[config.mk]
export PLATFORM = sky130hd
export DESIGN_NAME = matmul_sequencer
export DESIGN_NICKNAME = d
export VERILOG_FILES = /design/src/rtl/matmul_pkg.sv /design/src/rtl/matmul_sequencer_tag_pipe.sv /design/src/rtl/matmul_sequencer.sv
export SDC_FILE = /design/constraint.sdc
export NUM_CORES = 1
export LEC_CHECK = 0
export BUFFER_PORTS_ARGS = -buffer_cell sky130_fd_sc_hd__buf_2
export CORE_AREA = 2 2 49 60
export DETAILED_ROUTE_END_ITERATION = 8
export DIE_AREA = 0 0 51 62
export PLACE_DENSITY = 0.75
export REMOVE_ABC_BUFFERS = 1
export SLEW_MARGIN = 15
export SYNTH_ARGS = -nofsm -noshare
export SYNTH_HDL_FRONTEND = slang
export SYNTH_SLANG_ARGS = --single-unit
[constraint.sdc]
create_clock -name clk -period 2.45 [get_ports clk]
set_input_delay 0.245 -clock clk [delete_from_list [all_inputs] [get_ports clk]]
set_output_delay 0.245 -clock clk [all_outputs]
set_load 0.05 [all_outputs]
[src/rtl/matmul_pkg.sv]
// Shared definitions for the vector x matrix multiply sequencer.
//   - Default dimensions and memory read latency.
//   - Derived address widths.
//   - Sequencer state encoding.
//   - Tag carried alongside each read through the memory-latency pipe.
package matmul_pkg;

   localparam int N_K     = 8;   // inner dimension, M1 depth, M2 words per column
   localparam int N_COL   = 16;  // output columns
   localparam int MEM_LAT = 1;   // M1/M2 read latency, 1..4

   localparam int K_W     = $clog2(N_K);
   localparam int COL_W   = $clog2(N_COL);
   localparam int ADDR2_W = $clog2(N_K * N_COL);

   typedef enum logic [1:0] {
      IDLE,
      ISSUE,
      DRAIN,
      DONE
   } state_t;

   // One tag per issued read. It travels with the read so that the datapath
   // strobes line up with the data returning from memory.
   typedef struct packed {
      logic             valid;  // a read was issued in this slot
      logic             first;  // k == 0: load the product instead of accumulating
      logic             last;   // k == N_K-1: column complete after this product
      logic [COL_W-1:0] col;    // column the product belongs to
   } tag_t;

endpackage

[src/rtl/matmul_sequencer_tag_pipe.sv]
// mm_tag_pipe: DEPTH-stage shift register of tags matching the memory read
// latency. Shifts only when en is high, so a stall freezes the tags in place.
// Ports:
//   clk   - system clock, rising edge
//   rst   - synchronous active-high clear of every stage
//   en    - shift enable (low while the sequencer is stalled)
//   d     - tag for the read issued this cycle
//   q     - tag whose read data is valid this cycle
//   empty - no valid tag anywhere in the pipe
module mm_tag_pipe
   import matmul_pkg::*;
#(
   parameter int DEPTH = 1
) (
   input  logic clk,
   input  logic rst,
   input  logic en,
   input  tag_t d,
   output tag_t q,
   output logic empty
);

   tag_t stage [DEPTH];

   // NOTE: every stage is cleared on reset because the valid bits are control
   // state; a stale valid would raise mac_en or res_we after a reset.
   always_ff @(posedge clk) begin
      if (rst) begin
         for (int i = 0; i < DEPTH; i++) stage[i] <= '0;
      end else if (en) begin
         // NOTE: non-blocking assignments give a true shift; blocking ones
         // would ripple d through every stage in a single edge.
         stage[0] <= d;
         for (int i = 1; i < DEPTH; i++) stage[i] <= stage[i-1];
      end
   end

   assign q = stage[DEPTH-1];

   always_comb begin
      // NOTE: default before the loop, otherwise empty would be a latch.
      empty = 1'b1;
      for (int i = 0; i < DEPTH; i++) begin
         if (stage[i].valid) empty = 1'b0;
      end
   end

endmodule

[src/rtl/matmul_sequencer.sv]
// matmul_sequencer: start/busy/done controlled, stallable address and
// strobe sequencer for the vector x matrix multiply datapath.
// Walks M1 (k) and M2 (col*N_K + k, column-major) in lockstep, aligns the
// MAC strobes with the memory read latency and writes one result per column.
// Ports:
//   clk      - system clock, rising edge
//   rst      - synchronous active-high reset, overrides start and hold
//   start    - begin a multiply; honoured only in IDLE
//   hold     - stall; freezes counters, tag pipe and result stage
//   busy     - first issue cycle through the done cycle
//   done     - single-cycle pulse once the last result is written
//   rd_en    - read strobe for M1 and M2
//   Dir_M1   - M1 address (k)
//   Dir_M2   - M2 address (col*N_K + k)
//   mac_en   - datapath accumulates the current product
//   mac_clr  - with mac_en: load the product instead of accumulating
//   res_we   - result memory write strobe
//   res_addr - result address (column)
module matmul_sequencer #(
   parameter int N_K     = matmul_pkg::N_K,
   parameter int N_COL   = matmul_pkg::N_COL,
   parameter int MEM_LAT = matmul_pkg::MEM_LAT
) (
   input  logic                           clk,
   input  logic                           rst,
   input  logic                           start,
   input  logic                           hold,
   output logic                           busy,
   output logic                           done,
   output logic                           rd_en,
   output logic [$clog2(N_K)-1:0]         Dir_M1,
   output logic [$clog2(N_K*N_COL)-1:0]   Dir_M2,
   output logic                           mac_en,
   output logic                           mac_clr,
   output logic                           res_we,
   output logic [$clog2(N_COL)-1:0]       res_addr
);

   import matmul_pkg::*;

   localparam int KW = $clog2(N_K);
   localparam int CW = $clog2(N_COL);
   localparam int AW = $clog2(N_K * N_COL);

   localparam logic [KW-1:0] K_LAST   = KW'(N_K - 1);
   localparam logic [CW-1:0] COL_LAST = CW'(N_COL - 1);

   state_t        state;
   logic [KW-1:0] k;
   logic [CW-1:0] col;
   logic [AW-1:0] addr2;
   logic          res_v;
   logic [CW-1:0] res_col;

   logic stall;
   logic issue;
   logic last_issue;
   logic final_write;
   logic pipe_empty;
   tag_t tag_in;
   tag_t tag_out;

   always_comb begin
      // hold only has an effect while work is in flight.
      stall       = hold && (state == ISSUE || state == DRAIN);
      issue       = (state == ISSUE) && !hold;
      last_issue  = issue && (k == K_LAST) && (col == COL_LAST);
      // Last column written and nothing left in flight.
      final_write = (state == DRAIN) && !stall && res_v &&
                    (res_col == COL_LAST) && pipe_empty;

      tag_in       = '0;
      tag_in.valid = issue;
      tag_in.first = (k == '0);
      tag_in.last  = (k == K_LAST);
      tag_in.col   = COL_W'(col);
   end

   mm_tag_pipe #(
      .DEPTH (MEM_LAT)
   ) u_tag_pipe (
      .clk   (clk),
      .rst   (rst),
      .en    (!stall),
      .d     (tag_in),
      .q     (tag_out),
      .empty (pipe_empty)
   );

   always_ff @(posedge clk) begin
      if (rst) begin
         state   <= IDLE;
         k       <= '0;
         col     <= '0;
         addr2   <= '0;
         res_v   <= 1'b0;
         res_col <= '0;
      end else begin
         case (state)
            IDLE: begin
               if (start) begin
                  state <= ISSUE;
                  k     <= '0;
                  col   <= '0;
                  addr2 <= '0;
               end
            end
            ISSUE: begin
               if (last_issue) begin
                  // Counters stay on the final address so Dir_M1/Dir_M2
                  // keep their last value until the next start.
                  state <= DRAIN;
               end else if (issue) begin
                  addr2 <= addr2 + AW'(1);
                  // Explicit wrap: N_K need not be a power of two.
                  if (k == K_LAST) begin
                     k   <= '0;
                     col <= col + CW'(1);
                  end else begin
                     k <= k + KW'(1);
                  end
               end
            end
            DRAIN: begin
               if (final_write) state <= DONE;
            end
            DONE: begin
               state <= IDLE;
            end
            default: begin
               state <= IDLE;
            end
         endcase

         // Result stage: one write the cycle after the last product of a column.
         if (!stall) begin
            res_v   <= tag_out.valid && tag_out.last;
            res_col <= CW'(tag_out.col);
         end
      end
   end

   // Strobes are gated by hold in the same cycle; addresses simply hold.
   assign busy     = (state != IDLE);
   assign done     = (state == DONE);
   assign rd_en    = issue;
   assign Dir_M1   = k;
   assign Dir_M2   = addr2;
   assign mac_en   = tag_out.valid && !stall;
   assign mac_clr  = tag_out.valid && tag_out.first && !stall;
   assign res_we   = res_v && !stall;
   assign res_addr = res_col;

endmodule

# Word-level counts from Yosys, hierarchy flattened
# Memory sizes are Yosys's and may differ from the RTL's.
# Index checks and enable logic that the tools add are counted.
# classes
n_reduce_logical	24
n_eq_ne	12
addsub	3
n_mux	26
# ops
cell	count
7-bit two-way mux	4
4-bit two-way mux	4
7-bit case mux with 2 select lines	1
1-bit logical AND	13
3-bit two-way mux	4
2-bit != test (second input constant)	5
4-bit == test (second input constant)	2
2-bit case mux with 4 select lines	1
4-bit case mux with 2 select lines	1
7-bit by 1-bit adder with 7-bit output (second input constant)	1
1-bit two-way mux	7
7-bit OR reduction	1
2-bit two-way mux	3
3-bit case mux with 2 select lines	1
5-bit AND reduction	1
4-bit by 1-bit adder with 4-bit output (second input constant)	1
2-bit == test (second input constant)	2
4-bit AND reduction	1
2-bit nonzero test	2
3-bit by 1-bit adder with 3-bit output (second input constant)	1
3-bit == test (second input constant)	1
3-bit logical NOT	1
3-bit AND reduction	1
2-bit by 1-bit == test with 1-bit output (second input constant)	1
4 further kinds	5
# totals
n_memories	1
output_inout_bits	20
reg_bits	21
mem_bits_rw	7
word_cells	72
input_bits	4
# memory_table
name	words	width	read_ports	rd_clocked_by_memory_dff	wr	line	source
u_tag_pipe.stage	1	7	1	0	1	matmul_sequencer_tag_pipe.sv:23	tag_t stage [DEPTH];

# Longest topological paths before layout
# depth
depth_word	10
ltp_mapped	7
mapped_depth_nobuf	6

# Hierarchy
# From an unflattened synthesis, not the netlist that was laid out.
# unflattened
cells_unflattened	151
area_unflattened_um2	1435.1
# modules_own_cells
mod	area_each_um2	seq_area_each_um2	cells_each	instances
matmul_sequencer	1153.6	420.4	135	1
mm_tag_pipe	281.5	210.2	16	1

# Worst setup path before layout
# OpenSTA, ideal clock, no wires.
# synth_path
path_type	reg-to-reg
startpoint	reg k[0], in the netlist Dir_M1[0]
endpoint	reg k[2], in the netlist Dir_M1[2]
t_arrival_ns	1.972
stages_incl_launch_ff	8
setup_time_ns	0.128
synth_period_minus_slack_ns	2.099
slack_ns	0.351
required_ns	2.322
cell_sequence	dfxtp_1 -> ha_1 -> ha_1 -> nand4_1 -> a31oi_2 -> buf_6 -> mux2i_1 -> nor2_1
# synth_rtl
item	line	source
start, declared	matmul_sequencer.sv:49	logic [KW-1:0] k;
start signal, assigned	matmul_sequencer.sv:120	k <= k + KW'(1);

# Worst setup path after layout
# layout_path
startpoint	reg state[0]
endpoint	out mac_clr
# layout_between
elab_chain_cells	5
# layout_rtl
item	line	source
start, declared	matmul_sequencer.sv:48	state_t state;
start signal, assigned	matmul_sequencer.sv:92	state <= IDLE;
start signal, assigned	matmul_sequencer.sv:102	state <= ISSUE;
start signal, assigned	matmul_sequencer.sv:112	state <= DRAIN;
2-bit by 1-bit == test with 1-bit output / 2-bit == test (equally long branches)	matmul_sequencer.sv:65	stall = hold && (state == ISSUE || state == DRAIN);
1-bit logical OR (*)	matmul_sequencer.sv:65	
1-bit logical AND (*)	matmul_sequencer.sv:65	
1-bit logical NOT (*)	matmul_sequencer.sv:150	assign mac_clr = tag_out.valid && tag_out.first && !stall;
1-bit logical AND (*)	matmul_sequencer.sv:150	
end, declared	matmul_sequencer.sv:34	output logic mac_clr,
# Mark *: on every way between the ends. The rest lies on a longest branch, timed or not.

==> flow_metrics.py <==
metrics = {
    "sta": {
        "totalNegativeSetupSlack_ps": 0,
        "final_critical_period_ps": 2080,
        "timing.clock.skew_ps": 2.88,
        "min_period_over_period_pct": 84.8,
        "timing.fmax_ghz": 0.481,
        "hold-worst-slack_ps": 260,
        "setup-violations-final": 0,
        "final_setup_margin_ps": 372,
        "rsz0062_at_grt": "false",
        "slew_viol_final": 0,
        "hold_violations": 0,
        "timing.max_slew.rel_slack_pct": 70.0,
        "timing_worst_slew_pin_value_ps": 449,
    },
    "clock_network": {
        "max_h_tree_level": 1,
        "insertion_delay_ps": 320,
        "cts_inserted_buffers": 3,
        "numClockSinks": 28,
        "cts_root_buffer": "clkbuf_4",
        "post_cts_hold_buffer_count": 0,
        "clk_transition_reported_paths_ps": 140,
        "number_of_cells_upsized_or_downsized_after_cts": 0,
        "post_cts.repair.setup_buffers": 0,
        "cts.path.max_buffers": 2,
        "tritoncts_clock_tree": "built",
    },
    "critical_path": {
        "critical_path_start_end_classification": "register to output pin",
        "timing.critical_path.to_type": "output pin",
        "worst-endpoint-required_ps": 2200,
        "timing.critical_path.fanout_max": 9,
        "timing.critical_path.from_type": "register",
        "data_arrival_time_of_the_critical_path_ps": 1830,
    },
    "final_layout": {
        "synth_to_layout_area_growth_pct": 14.5,
        "fill_cells": 239,
        "fin_cells": 201,
        "post_route_cells_drive_above_1_share_pct": 19.2,
        "most-common-layout-cells": "buf_2 (23), dfxtp_1 (21), nand2_1 (16), a21oi_1 (16), o21ai_0 (10)",
        "n_antenna_cell": 0,
        "finalNetCount": 181,
        "final_util_pct": 58.2,
        "layout_commonest_cell": "buf_2",
        "stdcell_area_um2": 1550,
    },
    "pwr": {
        "power.density_nw_per_um2": 1010,
        "post-layout-total-power_mw": 1.56,
        "leakage_nw": 0.664,
        "peakVddDrop_mv": 0.651,
    },
    "floorplanning": {
        "top_level_ports": 24,
        "rows": 21,
        "floorplan.die_area_um2": 3160,
        "chipHeight_um": 62,
        "coreArea_um2": 2650,
        "start_util_pct": 50.9,
        "die_width_um": 51,
    },
    "yosys": {
        "synth_area_leaders": "dfxtp_1 (31%), edfxtp_1 (16%), ha_1 (8.3%)",
        "synth_area_leader_cell": "dfxtp_1",
        "syn_avg_cell_area_um2": 9.44,
        "ys_ff_latch": 28,
        "yosys_warnings": 0,
        "ys_seq_area_share_pct": 46.7,
        "synth.lib_cells_used.distinct": 31,
        "synthesis.instances": 143,
        "synth_top_area_share_pct": 31.1,
        "synth_area_um2": 1350,
    },
    "global_route": {
        "first_global_vias": 974,
        "globalRouteOverflowTotal": 0,
        "antenna_violations_before_repair": 0,
        "grt_start_max_net_pins": 17,
        "grt_pass1_wl_mm": 4.18,
        "grtUsageTotal_pct": 17.6,
    },
    "status": {
        "status": "completed",
    },
    "drt": {
        "detail_route.iter0.violations": 17,
        "detail_route.wirelength_mm": 2.52,
        "drc": 0,
        "vias": 1088,
        "firstDrtPassIters": 4,
        "post_dr_vias_cell": 5.41,
        "drt.antenna.violating_nets": 0,
        "wl_per_cell_um": 12.5,
    },
    "job": {
        "cap_viol_max_count": 0,
    },
    "placed_design": {
        "dp_hpwl_mm": 1.90,
        "dp_slack_ps": 447,
        "dp_cells": 197,
        "count_of_port_buffers_added_during_placement": 23,
        "routabilityCongestion": 0.792,
        "placedInstanceArea_um2": 1490,
    },
    "hold_path": {
        "worst_hold_path_type": "input port to register",
    },
}
==> cells by family (layout without fill, tap and decap cells) <==
group                    after synthesis  after routing  share of synthesized area, %
flip-flops                            28             28                          46.7
multiplexers                           4              4                          2.97
AND/OR/NAND/NOR                       60             60                          24.7
buffers and inverters                 11             35                          3.61
XOR/XNOR                               1              1                         0.649
AO/OA/AOI/OAI                         30             30                          13.0
adder cells (fa/ha/maj)                9              9                          8.34
==> critical path, stage by stage (launching register included) <==
cell,delay (ps)
dfxtp_1,410
inv_1,90
ha_1,330
nand2_1,240
and3_1,200
buf_2,250
==> state kept, by name (all words and copies together) (netlist names) <==
signal and cells:
Dir_M2 7, u_tag_pipe.stage 7, col 4, res_addr 4
Dir_M1 3, state 2, res_v 1
==> per-layer routing <==
layer  GRT usage [%]  up-vias  wire (µm)
li1                -      554          -
met1            19.0      512       1040
met2            34.3       18       1350
met3            2.39        4         96
met4            8.11        0         29
met5               0        -          0
==> path summary, 6_finish.rpt <==
kind	endpoint	startpoint	slack, ps	cells past startpoint
min reg2reg	res_v	res_v	480	2
max reg2reg	Dir_M1[2]	Dir_M1[0]	430	7
max	mac_clr	state[0]	370	5
min	u_tag_pipe.stage[0][6]	hold	260	2
==> cells in the mapped netlist <==
cell,instances
a21oi_1,16
a221oi_1,1
a31oi_2,1
a32oi_2,1
and2_1,9
and2b_4,1
and3_1,1
and3b_1,1
and4_1,1
and4b_1,1
buf_6,1
clkbuf_1,3
dfxtp_1,21
edfxtp_1,7
ha_1,9
inv_1,7
mux2i_1,4
nand2_1,16
nand2b_1,4
nand3_1,2
nand4_1,4
nand4b_1,1
nor2_1,7
nor3_1,1
nor4b_1,1
o21a_1,1
o21ai_0,10
or2_2,1
or3_1,7
or4_1,2
xor2_1,1
==> cell type report <==
class | instances | area [µm²] | area share (%)
clock buffers | 3 | 22.5 | 1.46
clock inverters | 1 | 30.0 | 1.94
inverters | 7 | 26.3 | 1.70
multi-input cells | 104 | 671 | 43.4
flip-flops and latches | 28 | 631 | 40.8
well taps | 34 | 42.5 | 2.75
repair buffers | 24 | 123 | 7.94
==> power by group <==
part | switching (mW) | internal, mW
clock | 0.132 | 0.165
combinational | 0.459 | 0.194
sequential | 0.0531 | 0.554
Power figures use the tool's default switching activity.
